**src/rtl/data_island_scheduler.sv**
```systemverilog
// -----------------------------------------------------------------------------
// data_island_scheduler
//
// Places HDMI data-island periods into the blanking regions of one pixel
// stream. Each island is: 8 preamble pixels, 2 leading guard pixels, one or
// more back-to-back 32-pixel packets, and 2 trailing guard pixels. An island
// only starts after a minimum run of control pixels, only when the packet
// picker has something to send, and only if it fits before the end of the
// line with the slack needed by the following video preamble/guard.
//
// Every output is registered: the values present in cycle n+1 describe the
// pixel (cx, cy, packet_request) sampled at the clock edge of cycle n.
//
// Ports
//   clk_pixel             in   pixel clock
//   reset_n               in   asynchronous active-low reset
//   cx, cy                in   current raster position
//   packet_request        in   picker has a non-null packet pending
//   island_preamble       out  island preamble pixel
//   island_guard          out  island guard-band pixel (leading or trailing)
//   island_data           out  packet payload pixel
//   packet_enable         out  one-pixel pulse: picker latches next packet
//   packet_pixel_counter  out  0..31 inside a packet, 0 elsewhere
//   video_field_end       out  pulse at the last active pixel of the field
//   schedule_error        out  sticky: an island was cut short by active video
// -----------------------------------------------------------------------------
module data_island_scheduler #(
    parameter int BIT_WIDTH     = 10,
    parameter int BIT_HEIGHT    = 10,
    parameter int FRAME_WIDTH   = 800,
    parameter int SCREEN_WIDTH  = 640,
    parameter int SCREEN_HEIGHT = 480,
    parameter int MAX_PACKETS   = 18,
    parameter int MIN_CONTROL   = 12
) (
    input  logic                  clk_pixel,
    input  logic                  reset_n,
    input  logic [BIT_WIDTH-1:0]  cx,
    input  logic [BIT_HEIGHT-1:0] cy,
    input  logic                  packet_request,
    output logic                  island_preamble,
    output logic                  island_guard,
    output logic                  island_data,
    output logic                  packet_enable,
    output logic [4:0]            packet_pixel_counter,
    output logic                  video_field_end,
    output logic                  schedule_error
);

    // Island footprint: 8 preamble + 2 guard + 32 data + 2 guard, plus 22
    // pixels kept free for the next line's control/video preamble/guard.
    localparam int START_ROOM    = 66;
    // Room needed after the current packet to fit another packet, the
    // trailing guard and the same 22-pixel slack.
    localparam int CONTINUE_ROOM = 56;

    localparam int RUN_W = $clog2(MIN_CONTROL + 1);
    localparam int PKT_W = $clog2(MAX_PACKETS + 1);

    localparam logic [RUN_W-1:0] RUN_MIN = RUN_W'(MIN_CONTROL);
    localparam logic [PKT_W-1:0] PKT_MAX = PKT_W'(MAX_PACKETS);

    typedef enum logic [2:0] {
        S_CTL,
        S_PREAMBLE,
        S_GUARD_LEAD,
        S_DATA,
        S_GUARD_TRAIL
    } state_t;

    // state_reg/phase_reg describe the pixel that will be sampled next
    // (phase_reg is the index of that pixel inside its period).
    state_t           state_reg;
    logic [4:0]       phase_reg;
    logic [RUN_W-1:0] ctl_run_reg;
    logic [PKT_W-1:0] pkt_count_reg;

    logic [31:0]      cx_ext;
    logic [31:0]      cy_ext;
    logic             active_pixel;
    logic             field_end_pixel;
    logic [RUN_W-1:0] ctl_run_eff;
    logic             run_ok;
    logic             start_ok;
    logic             continue_ok;

    assign cx_ext = 32'(cx);
    assign cy_ext = 32'(cy);

    assign active_pixel    = (cx_ext < 32'(SCREEN_WIDTH)) && (cy_ext < 32'(SCREEN_HEIGHT));
    assign field_end_pixel = (cx_ext == 32'(SCREEN_WIDTH - 1)) && (cy_ext == 32'(SCREEN_HEIGHT - 1));

    // The control run restarts at the beginning of every line, so even in
    // vertical blanking an island never starts right at cx = 0.
    assign ctl_run_eff = (cx_ext == 32'd0) ? '0 : ctl_run_reg;
    assign run_ok      = (ctl_run_eff >= RUN_MIN);

    assign start_ok    = run_ok && packet_request
                         && (cx_ext + 32'(START_ROOM) <= 32'(FRAME_WIDTH));

    assign continue_ok = packet_request && (pkt_count_reg < PKT_MAX)
                         && (cx_ext + 32'd1 + 32'(CONTINUE_ROOM) <= 32'(FRAME_WIDTH));

    always_ff @(posedge clk_pixel or negedge reset_n) begin
        if (!reset_n) begin
            state_reg            <= S_CTL;
            phase_reg            <= '0;
            ctl_run_reg          <= '0;
            pkt_count_reg        <= '0;
            island_preamble      <= 1'b0;
            island_guard         <= 1'b0;
            island_data          <= 1'b0;
            packet_enable        <= 1'b0;
            packet_pixel_counter <= '0;
            video_field_end      <= 1'b0;
            schedule_error       <= 1'b0;
        end else begin
            island_preamble      <= 1'b0;
            island_guard         <= 1'b0;
            island_data          <= 1'b0;
            packet_enable        <= 1'b0;
            packet_pixel_counter <= '0;
            video_field_end      <= field_end_pixel;

            if (active_pixel) begin
                // Active video always wins; an island still in flight is
                // dropped on the spot and the fault is remembered.
                if (state_reg != S_CTL) begin
                    schedule_error <= 1'b1;
                end
                state_reg     <= S_CTL;
                phase_reg     <= '0;
                ctl_run_reg   <= '0;
                pkt_count_reg <= '0;
            end else begin
                case (state_reg)
                    S_CTL: begin
                        if (start_ok) begin
                            // This pixel is preamble 0; the first packet is
                            // committed from here on.
                            island_preamble <= 1'b1;
                            state_reg       <= S_PREAMBLE;
                            phase_reg       <= 5'd1;
                            ctl_run_reg     <= '0;
                            pkt_count_reg   <= PKT_W'(1);
                        end else begin
                            ctl_run_reg <= run_ok ? RUN_MIN : ctl_run_eff + RUN_W'(1);
                        end
                    end

                    S_PREAMBLE: begin
                        island_preamble <= 1'b1;
                        if (phase_reg == 5'd7) begin
                            state_reg <= S_GUARD_LEAD;
                            phase_reg <= '0;
                        end else begin
                            phase_reg <= phase_reg + 5'd1;
                        end
                    end

                    S_GUARD_LEAD: begin
                        island_guard <= 1'b1;
                        if (phase_reg == 5'd1) begin
                            packet_enable <= 1'b1;
                            state_reg     <= S_DATA;
                            phase_reg     <= '0;
                        end else begin
                            phase_reg <= phase_reg + 5'd1;
                        end
                    end

                    S_DATA: begin
                        island_data          <= 1'b1;
                        packet_pixel_counter <= phase_reg;
                        if (phase_reg == 5'd31) begin
                            phase_reg <= '0;
                            if (continue_ok) begin
                                packet_enable <= 1'b1;
                                pkt_count_reg <= pkt_count_reg + PKT_W'(1);
                            end else begin
                                state_reg <= S_GUARD_TRAIL;
                            end
                        end else begin
                            phase_reg <= phase_reg + 5'd1;
                        end
                    end

                    S_GUARD_TRAIL: begin
                        island_guard <= 1'b1;
                        if (phase_reg == 5'd1) begin
                            state_reg     <= S_CTL;
                            phase_reg     <= '0;
                            ctl_run_reg   <= '0;
                            pkt_count_reg <= '0;
                        end else begin
                            phase_reg <= phase_reg + 5'd1;
                        end
                    end

                    default: begin
                        state_reg     <= S_CTL;
                        phase_reg     <= '0;
                        ctl_run_reg   <= '0;
                        pkt_count_reg <= '0;
                    end
                endcase
            end
        end
    end

endmodule
```
**config.mk**
```make
export PLATFORM = sky130hd
export DESIGN_NAME = data_island_scheduler
export DESIGN_NICKNAME = d
export VERILOG_FILES = /design/src/rtl/data_island_scheduler.sv
export SDC_FILE = /design/constraint.sdc
export NUM_CORES = 1
export LEC_CHECK = 0
export ABC_CLOCK_PERIOD_IN_PS = 5000
export CORE_MARGIN = 2
export CORE_UTILIZATION = 50
export CTS_BUF_LIST = sky130_fd_sc_hd__clkbuf_4
export DETAILED_ROUTE_END_ITERATION = 6
export GPL_TIMING_DRIVEN = 0
export PLACE_DENSITY = 0.88
export SYNTH_ARGS = -nofsm -noshare
export SYNTH_HDL_FRONTEND = slang
export SYNTH_SLANG_ARGS = --single-unit
```
**constraint.sdc**
```tcl
create_clock -name clk_pixel -period 5 [get_ports clk_pixel]
set_clock_uncertainty 0.15 [all_clocks]
set_input_delay 1.5 -clock clk_pixel [delete_from_list [all_inputs] [get_ports clk_pixel]]
set_output_delay 1.5 -clock clk_pixel [all_outputs]
set_load 0.1 [all_outputs]
```
Word-level counts from Yosys, hierarchy flattened
Cells that the tools add are included.
{"block": "totals", "regBits": 28, "latchBits": 0, "mem_bits_rw": 0, "romBits": 0, "input_bits": 23, "wordCells": 96, "n_memories": 0}
{"block": "classes", "addsub": 6, "n_mul": 0, "div_mod_pow": 0, "n_lt_le_gt_ge": 6, "n_eq_ne": 18, "shift": 0, "mux": 39, "n_bitwise": 0, "reduce_logical": 16}
{"op": "$mux W5", "count": 11}
{"op": "$pmux W5 S4", "count": 2}
{"op": "$logic_not A32 Y1", "count": 1}
{"op": "$mux W3", "count": 7}
{"op": "$ne A3 B3 Y1 const B", "count": 7}
{"op": "$mux W4", "count": 5}
{"op": "$pmux W3 S5", "count": 1}
{"op": "$add A11 B6 Y12 const B", "count": 1}
{"op": "$le A12 B10 Y1 const B", "count": 1}
{"op": "$pmux W4 S3", "count": 1}
{"op": "$add A10 B1 Y11 const B", "count": 1}
{"op": "$add A10 B7 Y11 const B", "count": 1}
{"op": "$le A11 B10 Y1 const B", "count": 1}
{"op": "$add A5 B1 Y5 const B", "count": 2}
{"op": "$eq A10 B10 Y1 const B", "count": 1}
{"op": "$eq A10 B9 Y1 const B", "count": 1}
{"op": "$lt A10 B10 Y1 const B", "count": 1}
{"op": "$lt A10 B9 Y1 const B", "count": 1}
{"op": "$mux W1", "count": 10}
{"op": "$eq A3 B2 Y1 const B", "count": 2}
{"op": "$logic_and A1 B1 Y1", "count": 6}
{"op": "$reduce_and A6 Y1", "count": 1}
{"op": "$eq A5 B1 Y1 const B", "count": 1}
{"op": "$eq A5 B3 Y1 const B", "count": 1}
{"op": "other kinds (14)", "count": 18}

Depth between registers and ports, before layout
Gate-level depths: netlist of the first run.
{"block": "logic_depth", "word_depth": 8, "depth_mapped": 9, "mapped_depth_nobuf": 8}

Worst setup path before layout of the first run
Ideal clock, no wire load.
{"block": "synth_path", "path_kind": "input to register", "from": "in cx[0]", "to": "reg ctl_run_reg[2]", "arrival_time_ns": 3.009, "path_slack_ns": 1.776, "path_stages": 8, "path_buffers": 0, "cell_sequence": "nor4_1 nand4_1 and2_1 ha_1 nand2_1 nor2_1 a2111oi_0 o22a_1"}
{"block": "synth_via", "elab_chain_len": 8, "word_cells_on_any_way": 17}
{"element": "start, declared", "line_no": "38", "source": "input logic [BIT_WIDTH-1:0] cx,"}
{"element": "branches (longest 8 deep; another with $add A10 B7 Y11)"}
{"element": "end signal, assigned", "line_no": "147", "source": "ctl_run_reg <= run_ok ? RUN_MIN : ctl_run_eff + RUN_W'(1);"}
{"element": "end, declared", "line_no": "75", "source": "logic [RUN_W-1:0] ctl_run_reg;"}
Parallel ways; which one is timed is not known.
A chain may end at the register's enable or synchronous reset.

Final worst setup path of the first run
{"block": "layout_path", "from": "in cx[7]", "to": "reg pkt_count_reg[1]"}
{"block": "layout_via", "elab_chain_len": 7, "word_cells_on_any_way": 20}
{"element": "branches (longest 7 deep; another with $add A11 B6 Y12)"}
{"element": "end signal, assigned", "line_no": "179", "source": "pkt_count_reg <= pkt_count_reg + PKT_W'(1);"}
{"element": "end, declared", "line_no": "76", "source": "logic [PKT_W-1:0] pkt_count_reg;"}
Parallel ways; which one is timed is not known.

==> metrics.log, run 1 <==
[metrics] post-detailed-route via-to-cell ratio: 6.02
[metrics] clock insertion delay at the later pin of the skew report: 0.34 ns
[metrics] clock buffers created by TritonCTS: 3
[metrics] final count of hold timing violations: 0
[metrics] post-synthesis instance area: 1660 sq um
[metrics] met3 routing resource usage after global routing: 0.0399
[metrics] setup fix buffers added after clock tree synthesis: 0
[metrics] worst-case vdd ir drop: 0.239 mV
[metrics] cell at the root of the clock tree: sky130_fd_sc_hd__clkbuf_4
[metrics] launching point of the worst reg2reg path: phase_reg[1]
[metrics] number of flip-flops and latches in the synthesized netlist: 28
[metrics] FP Rows: 20
[metrics] Setup Total Neg Slack: 0 ns
[metrics] antenna viol nets, final: 0
[metrics] minimum clock period after layout: 3.55 ns
[metrics] fraction of the cycle the final worst path needs: 0.710
[metrics] portion of netlist area occupied by mux cells: 0.00604
[metrics] share of layout cells above drive strength 1: 0.0849
[metrics] Die W: 61.6 microns
[metrics] total number of clock tree sinks: 28
[metrics] drt pass-1 iters: 4
[metrics] Achievable Freq: 282 MHz
[metrics] ant diodes: 0
[metrics] sink of the worst hold path: schedule_error
[metrics] CTS tree: done
[metrics] placeable core region: 3100 sq um
[metrics] detailed router's first-iteration violation count: 99
[metrics] synthesized instance count: 176
[metrics] most used cells in the layout excluding fill and tap cells: sky130_fd_sc_hd__clkdlybuf4s50_1 (31), sky130_fd_sc_hd__dfrtp_1 (28), sky130_fd_sc_hd__nor2_1 (14), sky130_fd_sc_hd__nand2_1 (11), sky130_fd_sc_hd__nand3_1 (9)
[metrics] number of distinct library cells after synthesis: 55
[metrics] starting density of the core: 0.534
[metrics] adder-cell area share of the yosys netlist: 0.0378
[metrics] Setup-failing EPs final: 0
[metrics] number of synthesized flops with an enable pin: 0
[metrics] most congested layer reported by global routing: met2
[metrics] async set-or-reset flop fraction in the synthesized netlist: 1.00
[metrics] RR Endpoint: pkt_count_reg[1]
[metrics] Pwr per Cell Area: 396 nW/um^2
[metrics] total DRC errors in the routed layout: 0
[metrics] global router's overall resource usage: 0.218
[metrics] Cell Count, Final, Fillers Out: 256
[metrics] cell depth of the worst flop-to-flop path: 8
[metrics] Max clock buf depth: 2
[metrics] area share of xor/xnor cells in the synthesized design: 0.00529
[metrics] most common cell after layout, fill and taps aside: sky130_fd_sc_hd__clkdlybuf4s50_1
[metrics] antenna violations before repair: 0
[metrics] leakage power figure: 0.911 nW
[metrics] R2R Setup Slk: 2.61 ns
[metrics] Req. time, crit path: 5.12 ns
[metrics] mean post-synth cell area: 9.41 sq um
[metrics] launch instance of the worst min-delay path: schedule_error
[metrics] worst hold path depth: 1
[metrics] count of synthesis-stage warnings from yosys: 0
[metrics] pin count of the biggest net entering global routing: 29
[metrics] met2 routing resource usage after global routing: 0.388
[metrics] synthesized netlist net count: 204
[metrics] Remaining Overflow, GRT: 0
[metrics] most used flip-flop cell after synthesis: sky130_fd_sc_hd__dfrtp_1
[metrics] sequential cell area fraction in the yosys report: 0.423
[metrics] maximum level of the CTS H-tree: 1
[metrics] CP max FO: 9
[metrics] via count of the first global-routing pass: 1407
[metrics] register cell area after layout: 701 sq um
[metrics] main combinational cell family by area after synthesis: simple AND/OR/NAND/NOR gates
[metrics] outcome: finished, final reports clean
[metrics] number of max-cap violations: 0
[metrics] Filler Cell Count: 252
[metrics] first-pass GRT wire length: 6200 microns
[metrics] hold_buf cts: 0
[metrics] DP HPWL: 2730 microns
[metrics] clock transition time at the flip-flop clock pins of the worst setup and hold paths: 0.16 ns
[metrics] worst rel slew slack: 0.350
[metrics] Post-Place Cells: 252
[metrics] number of instances resized during post-cts repair: 0
[metrics] Final nets: 241
[metrics] area fraction in and, or, nand and nor cells after synthesis: 0.244
[metrics] Final Routed Wirelength: 3720 microns
[metrics] crit path capture type: flop
[metrics] kind of critical path: primary input to flop
[metrics] height of the die: 61.6 microns
[metrics] IO Pins: 34
[metrics] average wire length per cell after detail routing: 14.5 microns
[metrics] fraction of met1 tracks used by global routing: 0.276
[metrics] pin slew with the least headroom to its limit: 0.971 ns
[metrics] Total Die Area: 3790 sq um
[metrics] path type of the worst min-delay path: flop to flop
[metrics] data arrival time of the critical path: 3.67 ns
[metrics] growth of design area from synthesis to finish: 25.5%
[metrics] Final Slew Violations: 0
[metrics] crit start category: primary input
[metrics] Buffers on Ports: 32
[metrics] detailed-route via count: 1540
[metrics] unrepaired setup endpoints after global routing: no
[metrics] final weighted congestion of routability-driven global placement: 0.905
[metrics] fraction of the mapped netlist area in compound gates: 0.239
[metrics] combined area of the multi-input logic cells: 882 sq um
==> per-stage QoR <==
| stage | hold WS [ns] | setup WS [ns] | total power, mW | instance area, sq um | util |
|---|---|---|---|---|---|
| after detailed placement | 0.311 | 1.13 | 0.673 | 2030 | 0.655 |
| after global routing | 0.387 | 1.26 | 0.876 | 2080 | 0.670 |
| after CTS | 0.350 | 1.49 | 0.824 | 2080 | 0.672 |
| after floorplan | 0.336 | 1.78 | 0.576 | 1660 | - |
| after global placement | 0.309 | 1.16 | 0.666 | 2030 | 0.655 |
| final | 0.346 | 1.45 | 0.823 | 2080 | 0.670 |
==> report_power, final <==
group	total, mW	internal, mW	switching, mW	leakage (nW)
Sequential	0.299	0.263	0.0351	0.376
Clock	0.150	0.0812	0.0690	0.0279
Combinational	0.374	0.146	0.229	0.507
==> worst max-delay path: stages <==
cell	delay, ns
sky130_fd_sc_hd__clkdlybuf4s50_1	0.48
sky130_fd_sc_hd__or2_2	0.35
sky130_fd_sc_hd__a221o_1	0.48
sky130_fd_sc_hd__a32oi_2	0.41
sky130_fd_sc_hd__o21a_2	0.26
sky130_fd_sc_hd__mux2i_1	0.19
==> cells in the mapped netlist (all sizes together) (5+ instances only) <==
cell type,count,area (sq um)
nand3,9,45.0
buf,6,36.3
ha,5,62.6
dfrtp,28,701
and3,9,58.8
a21oi,6,30.0
nand4,5,31.3
nand2,11,41.3
o21ai,7,35.0
inv,5,18.8
nor2,14,52.6
==> layout make-up <==
class | count | area share
Tap cell | 44 | 0.0265
Clock buffer | 3 | 0.0108
Inverter | 6 | 0.0108
Sequential cell | 28 | 0.337
Clock inverter | 1 | 0.0144
Multi-Input combinational cell | 132 | 0.424
Timing Repair Buffer | 32 | 0.152
Buffer | 10 | 0.0247
==> cell families (layout without fill, tap and decap cells) <==
family	after synthesis	count (layout)
AO/OA/AOI/OAI	52	52
adder cells (fa/ha/maj)	5	5
flip-flops	28	28
XOR/XNOR	1	1
AND/OR/NAND/NOR	73	73
multiplexers	1	1
buffers and inverters	16	52
==> layer usage <==
metal / part of all wire / up-vias / wire length (microns)
met5: 0 / - / 0
met3: 0.053 / 3 / 199
li1: - / 745 / -
met2: 0.52 / 45 / 1940
met1: 0.42 / 747 / 1570
met4: 0.0046 / 0 / 17
==> worst max path at each step <==
stage / from / end / slack, ns
finish: cx[7] / pkt_count_reg[1] / 1.45
global route: cx[5] / ctl_run_reg[2] / 1.26
CTS: schedule_error / schedule_error / 1.49
detailed placement: cx[7] / pkt_count_reg[2] / 1.13
global placement: cx[7] / pkt_count_reg[2] / 1.16
floorplan: cx[0] / ctl_run_reg[2] / 1.78
Note: power is estimated with default switching activity, not from simulation.
==> run 2, diff against run 1 <==
--- a/config.mk
+++ b/config.mk
@@ -5,7 +5,7 @@
 export SDC_FILE = /design/constraint.sdc
 export NUM_CORES = 1
 export LEC_CHECK = 0
-export ABC_CLOCK_PERIOD_IN_PS = 5000
+export ABC_CLOCK_PERIOD_IN_PS = 3300
 export CORE_MARGIN = 2
 export CORE_UTILIZATION = 50
 export CTS_BUF_LIST = sky130_fd_sc_hd__clkbuf_4
==> constraint.sdc (replaced) <==
create_clock -name clk_pixel -period 3.3 [get_ports clk_pixel]
set_clock_uncertainty 0.15 [all_clocks]
set_input_delay 0.99 -clock clk_pixel [delete_from_list [all_inputs] [get_ports clk_pixel]]
set_output_delay 0.99 -clock clk_pixel [all_outputs]
set_load 0.1 [all_outputs]
==> results of run 2 <==
The final DEF is identical to that of run 1. Status: finished, final reports clean.
Main changes from that run: setup slack after placement 1.13 ns -> -0.0607 ns; setup slack after layout 1.45 ns -> 0.261 ns; register-to-register setup slack 2.61 ns -> 0.91 ns; total power 0.823 mW -> 1.25 mW; worst IR drop on VDD 0.239 mV -> 0.362 mV
==> run 3, diff against run 2 <==
--- a/config.mk
+++ b/config.mk
@@ -6,7 +6,6 @@
 export NUM_CORES = 1
 export LEC_CHECK = 0
 export ABC_CLOCK_PERIOD_IN_PS = 3300
-export CORE_MARGIN = 2
 export CORE_UTILIZATION = 50
 export CTS_BUF_LIST = sky130_fd_sc_hd__clkbuf_4
 export DETAILED_ROUTE_END_ITERATION = 6
==> run 3 against run 2 <==
Effect of this change: utilization is the same; power is 0.25% lower; non-clock buffer count unchanged; count of clock-buffer cells in the layout is the same; critical path depth did not move; clock power is essentially flat; critical path type unchanged; critical endpoint unchanged; largest cell class unchanged; highest routed layer unchanged.
==> metrics.log, run 3 (same netlist as run 1, synthesis figures left out) <==
[metrics] starting density of the core: 0.534
[metrics] detailed router's first-iteration violation count: 96
[metrics] placed instance area: 2030 sq um
[metrics] minimum clock period after layout: 3.00 ns
[metrics] worst rel slew slack: 0.348
[metrics] PnR Total Power: 1.24 mW
[metrics] antenna viol nets, final: 0
[metrics] pin slew with the least headroom to its limit: 0.974 ns
[metrics] post-layout util: 0.670
[metrics] CTS tree: done
[metrics] Final Routed Wirelength: 3580 microns
[metrics] final count of hold timing violations: 0
[metrics] finished layout cell area: 2080 sq um
[metrics] clock buffers created by TritonCTS: 3
[metrics] launching point of the worst reg2reg path: phase_reg[0]
[metrics] fraction of the cycle the final worst path needs: 0.909
[metrics] worst hold path depth: 1
[metrics] cell depth of the worst flop-to-flop path: 8
[metrics] Max clock buf depth: 2
[metrics] Total Die Area: 3550 sq um
[metrics] total number of clock tree sinks: 28
[metrics] antenna violations before repair: 0
[metrics] pin count of the biggest net entering global routing: 29
[metrics] Final Slew Violations: 0
[metrics] clock transition time at the flip-flop clock pins of the worst setup and hold paths: 0.15 ns
[metrics] via count of the first global-routing pass: 1422
[metrics] Setup-failing EPs final: 0
[metrics] average wire length per cell after detail routing: 14.0 microns
[metrics] sink of the worst hold path: schedule_error
[metrics] ant diodes: 0
[metrics] Remaining Overflow, GRT: 0
[metrics] net switching power figure: 0.503 mW
[metrics] most congested layer reported by global routing: met2
[metrics] kind of critical path: primary input to flop
[metrics] worst-case vdd ir drop: 0.431 mV
[metrics] leakage power figure: 0.911 nW
[metrics] Die W: 59.6 microns
[metrics] RR Endpoint: pkt_count_reg[2]
[metrics] met3 routing resource usage after global routing: 0.0415
[metrics] cell at the root of the clock tree: sky130_fd_sc_hd__clkbuf_4
[metrics] Final nets: 241
[metrics] path type of the worst min-delay path: flop to flop
[metrics] Req. time, crit path: 3.42 ns
[metrics] fraction of met1 tracks used by global routing: 0.304
[metrics] share of layout cells above drive strength 1: 0.0849
[metrics] crit path capture type: flop
[metrics] total DRC errors in the routed layout: 0
[metrics] Post-Place Cells: 252
[metrics] setup fix buffers added after clock tree synthesis: 0
[metrics] number of max-cap violations: 0
[metrics] clock group share of total power: 0.182
[metrics] most used cells in the layout excluding fill and tap cells: sky130_fd_sc_hd__clkdlybuf4s50_1 (31), sky130_fd_sc_hd__dfrtp_1 (28), sky130_fd_sc_hd__nor2_1 (14), sky130_fd_sc_hd__nand2_1 (11), sky130_fd_sc_hd__nand3_1 (9)
[metrics] IO Pins: 34
[metrics] R2R Setup Slk: 0.92 ns
[metrics] hold_buf cts: 0
[metrics] launch instance of the worst min-delay path: schedule_error
[metrics] number of instances resized during post-cts repair: 0
[metrics] Sw Share: 0.404
[metrics] Achievable Freq: 333 MHz
[metrics] met2 routing resource usage after global routing: 0.392
[metrics] portion of total power attributed to sequential cells: 0.365
[metrics] Combinational Power Share: 0.452
[metrics] CP max FO: 9
[metrics] Cell Count, Final, Fillers Out: 256
[metrics] maximum level of the CTS H-tree: 1
[metrics] Pwr per Cell Area: 598 nW/um^2
[metrics] height of the die: 59.6 microns
[metrics] Internal Dissipation: 0.742 mW
[metrics] outcome: finished, final reports clean
[metrics] growth of design area from synthesis to finish: 25.5%
[metrics] drt pass-1 iters: 4
[metrics] FP Rows: 20
[metrics] first-pass GRT wire length: 6220 microns
[metrics] DP HPWL: 2630 microns
[metrics] final weighted congestion of routability-driven global placement: 0.873
[metrics] post-detailed-route via-to-cell ratio: 5.95
[metrics] placeable core region: 3100 sq um
[metrics] crit start category: primary input
[metrics] global router's overall resource usage: 0.228
[metrics] Buffers on Ports: 32
[metrics] clock insertion delay at the later pin of the skew report: 0.33 ns
[metrics] detailed-route via count: 1523
[metrics] unrepaired setup endpoints after global routing: no
[metrics] data arrival time of the critical path: 3.12 ns
[metrics] most common cell after layout, fill and taps aside: sky130_fd_sc_hd__clkdlybuf4s50_1
==> run 3: per-layer routing <==
| layer | up-vias | part of all wire |
|---|---|---|
| li1 | 744 | - |
| met1 | 727 | 0.45 |
| met2 | 46 | 0.50 |
| met3 | 6 | 0.049 |
| met4 | 0 | 0.0059 |
| met5 | - | 0 |
==> run 3: cell type report <==
class                      count  area, sq um
timing repair buffer          32          315
buffer                        10         51.3
inverter                       6         22.5
clock inverter                 1         30.0
sequential                    28          701
clock buffer                   3         22.5
multi-input combinational    132          882
tap                           44         55.1
fill                         263         1020
==> run 3: power by group through the flow <==
stage | Combinational, mW | Clock (mW) | Sequential (mW)
finish | 0.563 | 0.227 | 0.454
floorplan | 0.326 | 0 | 0.546
global route | 0.614 | 0.242 | 0.465
CTS | 0.559 | 0.230 | 0.453
detailed placement | 0.555 | 0 | 0.460
global placement | 0.551 | 0 | 0.457
==> run 3: per-stage QoR <==
stage / setup WS [ns] / TNS [ns] / hold WS, ns
global route: 0.124 / 0 / 0.383
floorplan: 0.586 / 0 / 0.336
finish: 0.301 / 0 / 0.348
global placement: -0.0207 / -0.0618 / 0.310
detailed placement: -0.0520 / -0.0938 / 0.320
CTS: 0.313 / 0 / 0.357
==> run 3: worst max-delay path by stage <==
stage | startpoint | end | slack (ns) | depth (start not counted)
floorplan | cx[0] | ctl_run_reg[2] | 0.59 | 8
global placement | cx[7] | pkt_count_reg[2] | -0.02 | 6
detailed placement | cx[5] | ctl_run_reg[2] | -0.05 | 9
CTS | cx[5] | ctl_run_reg[2] | 0.31 | 9
global route | cx[5] | ctl_run_reg[2] | 0.12 | 9
finish | cx[7] | pkt_count_reg[1] | 0.30 | 6
==> run 3: critical path, stage by stage <==
cell                              delay [ns]
sky130_fd_sc_hd__clkdlybuf4s50_1        0.47
sky130_fd_sc_hd__or2_2                  0.34
sky130_fd_sc_hd__a221o_1                0.47
sky130_fd_sc_hd__a32oi_2                0.40
sky130_fd_sc_hd__o21a_2                 0.26
sky130_fd_sc_hd__mux2i_1                0.19
